===== src/rtl/icache_set_filler_pkg.sv =====
// Shared icache set-filler parameters and FSM state encoding.
package icache_set_filler_pkg;

  localparam int unsigned WORD_SIZE  = 64;
  localparam int unsigned SET_WIDTH  = 2 * WORD_SIZE;
  localparam int unsigned ADDR_WIDTH = 8;
  localparam int unsigned DEPTH      = 1 << ADDR_WIDTH;

  typedef enum logic [2:0] {
    IDLE  = 3'd0,
    BEAT0 = 3'd1,
    BEAT1 = 3'd2,
    WRITE = 3'd3,
    FLUSH = 3'd4
  } filler_state_t;

endpackage


===== src/rtl/icache_set_filler_if.sv =====
// Refill, flush, lookup and set-RAM signals of one icache set filler.
interface icache_set_filler_if;
  import icache_set_filler_pkg::*;

  logic                  fill_req_i;
  logic [ADDR_WIDTH-1:0] fill_addr_i;
  logic                  fill_ready_o;
  logic                  mem_valid_i;
  logic [WORD_SIZE-1:0]  mem_data_i;
  logic                  mem_ready_o;
  logic                  flush_i;
  logic                  lookup_req_i;
  logic [ADDR_WIDTH-1:0] lookup_addr_i;
  logic                  lookup_gnt_o;
  logic                  busy_o;
  logic                  done_o;
  logic                  ram_req_o;
  logic                  ram_we_o;
  logic [ADDR_WIDTH-1:0] ram_addr_o;
  logic [SET_WIDTH-1:0]  ram_data_o;

  // Filler side.
  modport slave (
    input  fill_req_i, fill_addr_i, mem_valid_i, mem_data_i, flush_i,
           lookup_req_i, lookup_addr_i,
    output fill_ready_o, mem_ready_o, lookup_gnt_o, busy_o, done_o,
           ram_req_o, ram_we_o, ram_addr_o, ram_data_o
  );

  // Controller / memory / RAM side.
  modport master (
    output fill_req_i, fill_addr_i, mem_valid_i, mem_data_i, flush_i,
           lookup_req_i, lookup_addr_i,
    input  fill_ready_o, mem_ready_o, lookup_gnt_o, busy_o, done_o,
           ram_req_o, ram_we_o, ram_addr_o, ram_data_o
  );

endinterface


===== src/rtl/icache_set_filler.sv =====
// Write-side controller for one icache set RAM: two-beat refill, zero sweep on
// flush, and lookup passthrough while idle.
module icache_set_filler
  import icache_set_filler_pkg::*;
(
  input  logic                clk_i,
  input  logic                rst_i,
  icache_set_filler_if.slave  bus
);

  localparam logic [ADDR_WIDTH-1:0] LAST_IDX = ADDR_WIDTH'(DEPTH - 1);

  filler_state_t         state_q, state_d;
  logic [ADDR_WIDTH-1:0] cnt_q;
  logic [ADDR_WIDTH-1:0] idx_q;
  logic [SET_WIDTH-1:0]  line_q;
  logic                  pend_q;
  logic                  done_q;
  logic                  start_flush;
  logic                  start_fill;

  // Next state and RAM-side outputs; everything is held low during reset.
  always_comb begin
    state_d          = state_q;
    start_flush      = 1'b0;
    start_fill       = 1'b0;
    bus.fill_ready_o = 1'b0;
    bus.mem_ready_o  = 1'b0;
    bus.lookup_gnt_o = 1'b0;
    bus.busy_o       = 1'b0;
    bus.ram_req_o    = 1'b0;
    bus.ram_we_o     = 1'b0;
    bus.ram_addr_o   = '0;
    bus.ram_data_o   = '0;
    if (!rst_i) begin
      bus.busy_o = (state_q != IDLE) || pend_q;
      case (state_q)
        IDLE: begin
          if (bus.flush_i || pend_q) begin
            start_flush = 1'b1;
            state_d     = FLUSH;
          end else begin
            bus.fill_ready_o = 1'b1;
            if (bus.fill_req_i) begin
              start_fill = 1'b1;
              state_d    = BEAT0;
            end else begin
              bus.lookup_gnt_o = bus.lookup_req_i;
              bus.ram_req_o    = bus.lookup_req_i;
              bus.ram_addr_o   = bus.lookup_addr_i;
            end
          end
        end
        BEAT0: begin
          bus.mem_ready_o = 1'b1;
          if (bus.mem_valid_i) state_d = BEAT1;
        end
        BEAT1: begin
          bus.mem_ready_o = 1'b1;
          if (bus.mem_valid_i) state_d = WRITE;
        end
        WRITE: begin
          bus.ram_req_o  = 1'b1;
          bus.ram_we_o   = 1'b1;
          bus.ram_addr_o = idx_q;
          bus.ram_data_o = line_q;
          state_d        = IDLE;
        end
        FLUSH: begin
          bus.ram_req_o  = 1'b1;
          bus.ram_we_o   = 1'b1;
          bus.ram_addr_o = cnt_q;
          if (cnt_q == LAST_IDX) state_d = IDLE;
        end
        default: state_d = IDLE;
      endcase
    end
  end

  always_ff @(posedge clk_i) begin
    if (rst_i) begin
      state_q <= IDLE;
    end else begin
      state_q <= state_d;
    end
  end

  // Datapath registers: line assembly, latched index, sweep counter, pending flush.
  always_ff @(posedge clk_i) begin
    if (rst_i) begin
      cnt_q  <= '0;
      idx_q  <= '0;
      line_q <= '0;
      pend_q <= 1'b0;
      done_q <= 1'b0;
    end else begin
      done_q <= (state_q == WRITE) || ((state_q == FLUSH) && (cnt_q == LAST_IDX));
      if (start_flush) begin
        cnt_q  <= '0;
        pend_q <= 1'b0;
      end
      if (start_fill) idx_q <= bus.fill_addr_i;
      if (state_q == FLUSH) cnt_q <= cnt_q + ADDR_WIDTH'(1);
      // A flush arriving mid-fill waits for the fill write to land first.
      if (bus.flush_i && ((state_q == BEAT0) || (state_q == BEAT1) || (state_q == WRITE)))
        pend_q <= 1'b1;
      if ((state_q == BEAT0) && bus.mem_valid_i) line_q[WORD_SIZE-1:0] <= bus.mem_data_i;
      if ((state_q == BEAT1) && bus.mem_valid_i) line_q[SET_WIDTH-1:WORD_SIZE] <= bus.mem_data_i;
    end
  end

  assign bus.done_o = done_q;

endmodule


===== src/flat_wrapper.sv =====
// flat-port wrapper written by rule: the top's interface ports become plain ports
module icache_set_filler_flat import icache_set_filler_pkg::*;
  (clk_i, rst_i, bus_fill_req_i, bus_fill_addr_i, bus_mem_valid_i, bus_mem_data_i, bus_flush_i, bus_lookup_req_i, bus_lookup_addr_i, bus_fill_ready_o, bus_mem_ready_o, bus_lookup_gnt_o, bus_busy_o, bus_done_o, bus_ram_req_o, bus_ram_we_o, bus_ram_addr_o, bus_ram_data_o);
  icache_set_filler_if bus_i ();
  input  logic clk_i;
  input  logic rst_i;
  input wire logic [$bits(bus_i.fill_req_i)-1:0] bus_fill_req_i;
  input wire logic [$bits(bus_i.fill_addr_i)-1:0] bus_fill_addr_i;
  input wire logic [$bits(bus_i.mem_valid_i)-1:0] bus_mem_valid_i;
  input wire logic [$bits(bus_i.mem_data_i)-1:0] bus_mem_data_i;
  input wire logic [$bits(bus_i.flush_i)-1:0] bus_flush_i;
  input wire logic [$bits(bus_i.lookup_req_i)-1:0] bus_lookup_req_i;
  input wire logic [$bits(bus_i.lookup_addr_i)-1:0] bus_lookup_addr_i;
  output wire logic [$bits(bus_i.fill_ready_o)-1:0] bus_fill_ready_o;
  output wire logic [$bits(bus_i.mem_ready_o)-1:0] bus_mem_ready_o;
  output wire logic [$bits(bus_i.lookup_gnt_o)-1:0] bus_lookup_gnt_o;
  output wire logic [$bits(bus_i.busy_o)-1:0] bus_busy_o;
  output wire logic [$bits(bus_i.done_o)-1:0] bus_done_o;
  output wire logic [$bits(bus_i.ram_req_o)-1:0] bus_ram_req_o;
  output wire logic [$bits(bus_i.ram_we_o)-1:0] bus_ram_we_o;
  output wire logic [$bits(bus_i.ram_addr_o)-1:0] bus_ram_addr_o;
  output wire logic [$bits(bus_i.ram_data_o)-1:0] bus_ram_data_o;
  assign bus_i.fill_req_i = bus_fill_req_i;
  assign bus_i.fill_addr_i = bus_fill_addr_i;
  assign bus_i.mem_valid_i = bus_mem_valid_i;
  assign bus_i.mem_data_i = bus_mem_data_i;
  assign bus_i.flush_i = bus_flush_i;
  assign bus_i.lookup_req_i = bus_lookup_req_i;
  assign bus_i.lookup_addr_i = bus_lookup_addr_i;
  assign bus_fill_ready_o = bus_i.fill_ready_o;
  assign bus_mem_ready_o = bus_i.mem_ready_o;
  assign bus_lookup_gnt_o = bus_i.lookup_gnt_o;
  assign bus_busy_o = bus_i.busy_o;
  assign bus_done_o = bus_i.done_o;
  assign bus_ram_req_o = bus_i.ram_req_o;
  assign bus_ram_we_o = bus_i.ram_we_o;
  assign bus_ram_addr_o = bus_i.ram_addr_o;
  assign bus_ram_data_o = bus_i.ram_data_o;
  icache_set_filler u_core (.clk_i(clk_i), .rst_i(rst_i), .bus(bus_i));
endmodule

===== config.mk =====
export PLATFORM = sky130hd
export DESIGN_NAME = icache_set_filler_flat
export DESIGN_NICKNAME = d
export VERILOG_FILES = /design/src/rtl/icache_set_filler_pkg.sv /design/src/rtl/icache_set_filler_if.sv /design/src/rtl/icache_set_filler.sv /design/src/flat_wrapper.sv
export SDC_FILE = /design/constraint.sdc
export NUM_CORES = 1
export LEC_CHECK = 0
export ABC_AREA = 1
export BUFFER_PORTS_ARGS = -buffer_cell sky130_fd_sc_hd__buf_2
export CAP_MARGIN = 40
export CORE_MARGIN = 2
export CORE_UTILIZATION = 45
export CTS_CLUSTER_SIZE = 14
export DETAILED_ROUTE_END_ITERATION = 16
export HOLD_SLACK_MARGIN = 0.03
export PLACE_DENSITY_LB_ADDON = 0.05
export SYNTH_ARGS = -nofsm -noshare
export SYNTH_HDL_FRONTEND = slang
export SYNTH_SLANG_ARGS = --single-unit

===== constraint.sdc =====
create_clock -name clk_i -period 1.5 [get_ports clk_i]
set_input_delay 0.15 -clock clk_i [delete_from_list [all_inputs] [get_ports clk_i]]
set_output_delay 0.15 -clock clk_i [all_outputs]
set_load 0.01 [all_outputs]

==> flow_summary.ini <==
[outcome]
outcome = finished with violations
violations = setup timing

[drt]
routed_wl_um = 19880
dr_wl_met3_um = 1029
drc_errors = 0
drtAntennaViolNets = 0
wl_met1_um = 8896
wl_per_cell_um = 13.60
top_layer_used = met4
dr_wl_met2_um = 9642
drtIter0Drc = 377
dr.pass1.iters = 5
vias_per_cell = 4.913
vias = 7183

[synth]
synth-main-ff-cell = dfxtp_1
synth_edf_count = 0
syn_avg_cell_area_sq_um = 6.846
syn-num-nets = 1056
synth_area_sq_um = 6634
ys_seq_area_frac = 0.4496
synth_warnings = 0
synthArstFlopShare = 0
ys_ff_latch = 149
synthCells = 969
yosys.cell_types.count = 23

[power]
clkPwrFrac = 0.356
pwr-share-comb = 0.246
p_sw_frac = 0.2948
leakage_nw = 4.407
ir_drop_mv = 0.7547
p_int_w = 0.008422
total_power_w = 0.01194
power_density_nw_per_um2 = 1184
netSwitchingPower_w = 0.003520
p_seq_frac = 0.398

[worst_setup_path]
cp_max_fo = 11
criticalPathCategory = reg2out
cp.arrival_ns = 1.66
crit_required_ns = 1.35
startpoint_type = register
cp-end-kind = output pin

[global_route]
grt_pass1_wl_um = 32150
grt_max_degree = 67
grt.overflow.total = 0
grt_pass1_vias = 6661
antenna_found_initial = 0
grt_usage = 0.2479

[floorplanning]
rows = 44
fp.dieW_um = 125.4
fp.dieH_um = 125.4
core_sq_um = 14480
io_pins = 229
start_util = 0.4582
dieArea_sq_um = 15730

[sta]
whs_ns = 0.07379
post-route-min-period_ns = 1.815
clock.fmax_mhz = 551.1
slew_headroom = 0.7899
setup_violations = 269
finalClockSkew_ns = 0.007722
tightest_slew_ns = 0.3143
period_share = 1.210
drv_slew = 0
grt_setup_unrepaired = true
finalHoldViolCount = 0
setup_ws_ns = -0.3146
finalSetupTns_ns = -45.99

[cts]
tritoncts = yes
cts_buffers = 17
clock_path_buffers = 2
clkLatencyLatePin_ns = 0.42
clkSinkCount = 149
clkTransAtPathRegs_ns = 0.06
cts_root_buffer = clkbuf_16
htreeDepth = 4

[finish]
antenna_cells = 0
layout-drive-gt1-share = 0.3263
fillers = 1232
areaGrowthSynthToFinish_pct = 52.09
nets = 1352
fin_util = 0.6969

[place]
dp_hpwl_um = 12170
port_buffers = 228
routabilityCongestion = 0.7890

[hold_path]
holdCritPathClass = in2reg

[job]
maxCapViolations = 0
-- area by class of cell --
| type | instances | area [sq um] | area share |
|---|---|---|---|
| Clock inverter | 8 | 96.34 | 0.009549 |
| Timing Repair Buffer | 352 | 2532 | 0.2510 |
| Inverter | 93 | 364.1 | 0.03609 |
| Sequential cell | 149 | 2989 | 0.2963 |
| Clock buffer | 24 | 501.7 | 0.04973 |
| Multi-Input combinational cell | 652 | 3376 | 0.3346 |
| Tap cell | 184 | 230.2 | 0.02282 |
-- worst max-delay path, cell delays in order (launching register included) --
cell,delay [ns]
dfxtp_2,0.33
inv_2,0.06
nor2_4,0.16
nand2_8,0.14
bufbuf_16,0.31
nor2_1,0.10
buf_2,0.14
-- synthesized netlist by cell type (2+ instances only) --
cell type | instances | area share
inv_2 | 5 | 0.0028
nor2_4 | 4 | 0.0068
nand3_1 | 11 | 0.0083
dfxtp_1 | 149 | 0.45
nand2_4 | 2 | 0.0034
o21ai_1 | 34 | 0.026
a21oi_1 | 83 | 0.063
inv_1 | 87 | 0.049
nand4_1 | 4 | 0.0038
nand2_2 | 5 | 0.0047
nand2_1 | 104 | 0.059
o22ai_1 | 5 | 0.0047
o21ai_0 | 108 | 0.081
buf_2 | 35 | 0.026
nor3_1 | 64 | 0.048
clkbuf_1 | 25 | 0.014
nor2_1 | 225 | 0.13
buf_4 | 14 | 0.016
-- sequential cells by signal, summed over array words and instances, names as in the netlist --
signal,cells
u_core.pend_q,1
u_core.cnt_q,8
u_core.bus.done_o,1
u_core.idx_q,8
u_core.line_q,128
u_core.state_q,3
-- cells by family after synthesis --
family | Yosys count | share of synthesized area
flops | 149 | 0.4496
compound gates | 231 | 0.1756
buf+inv | 169 | 0.1115
simple gates | 419 | 0.2614
fa+ha+maj | 1 | 0.001886
-- per-layer routing --
layer,vias up,global-route usage
met5,-,0
li1,3696,-
met1,3264,0.3167
met2,199,0.4146
met3,24,0.05991
met4,0,0.07908
-- final timing paths --
check	start	end	slack (ns)	cells after the start
max	u_core.state_q[0]$_SDFFE_PP0P_	bus_ram_data_o[60]	-0.31	6
min	bus_flush_i	u_core.pend_q$_SDFFE_PP0P_	0.07	3
max reg2reg	u_core.state_q[0]$_SDFFE_PP0P_	u_core.line_q[69]$_SDFFE_PP0P_	-0.19	10
min reg2reg	u_core.line_q[73]$_SDFFE_PP0P_	u_core.line_q[73]$_SDFFE_PP0P_	0.45	2
-- metrics by stage --
| stage | setup WS, ns | cells | area (sq um) |
|---|---|---|---|
| 6_report | -0.3146 | 1462 | 10090 |
| 5_1_grt | -0.4212 | 1462 | 10090 |
| 4_1_cts | -0.3118 | 1460 | 9791 |
| 3_5_place_dp | 0.07141 | 1344 | 8079 |
| 3_3_place_gp | 0.05013 | 1344 | 8079 |
| 2_1_floorplan | 0.1733 | 969 | 6634 |
-- placed cells by master (no fill, tap or decap), drive strengths merged --
| master | synthesis | routed |
|---|---|---|
| inv | 92 | 92 |
| clkbuf | 25 | 24 |
| bufinv | 0 | 2 |
| o21ai | 142 | 142 |
| bufbuf | 0 | 1 |
| o22ai | 5 | 5 |
| nor3 | 64 | 64 |
| clkinv | 1 | 6 |
| nand2 | 111 | 112 |
| a211oi | 1 | 1 |
| buf | 51 | 279 |
| a21oi | 83 | 83 |
| ha | 1 | 1 |
| nand4 | 4 | 4 |
| clkinvlp | 0 | 1 |
| nor2 | 229 | 229 |
| dfxtp | 149 | 149 |
| nand3 | 11 | 11 |
| dlygate4sd3 | 0 | 72 |
-- repair_timing --
action | 4_1_cts | 5_1_grt
buffers inserted | 9 | 2
pin swaps | 4 | 5
gates resized for setup | 63 | 77
setup endpoints to repair | 142 | 270
cloned | 3 | 0
endpoints found under the hold margin | 109 | 0
hold buffers | 72 | 0
-- power by group through the flow --
stage / sequential (W) / clock, W / combinational [W]
final: 0.00475 / 0.00425 / 0.00294
after global routing: 0.00481 / 0.00450 / 0.00329
after CTS: 0.00474 / 0.00432 / 0.00270
after detailed placement: 0.00481 / 0 / 0.00223
after global placement: 0.00480 / 0 / 0.00221
after floorplan: 0.00477 / 0 / 0.00153
(Power assumes the default switching activity.)
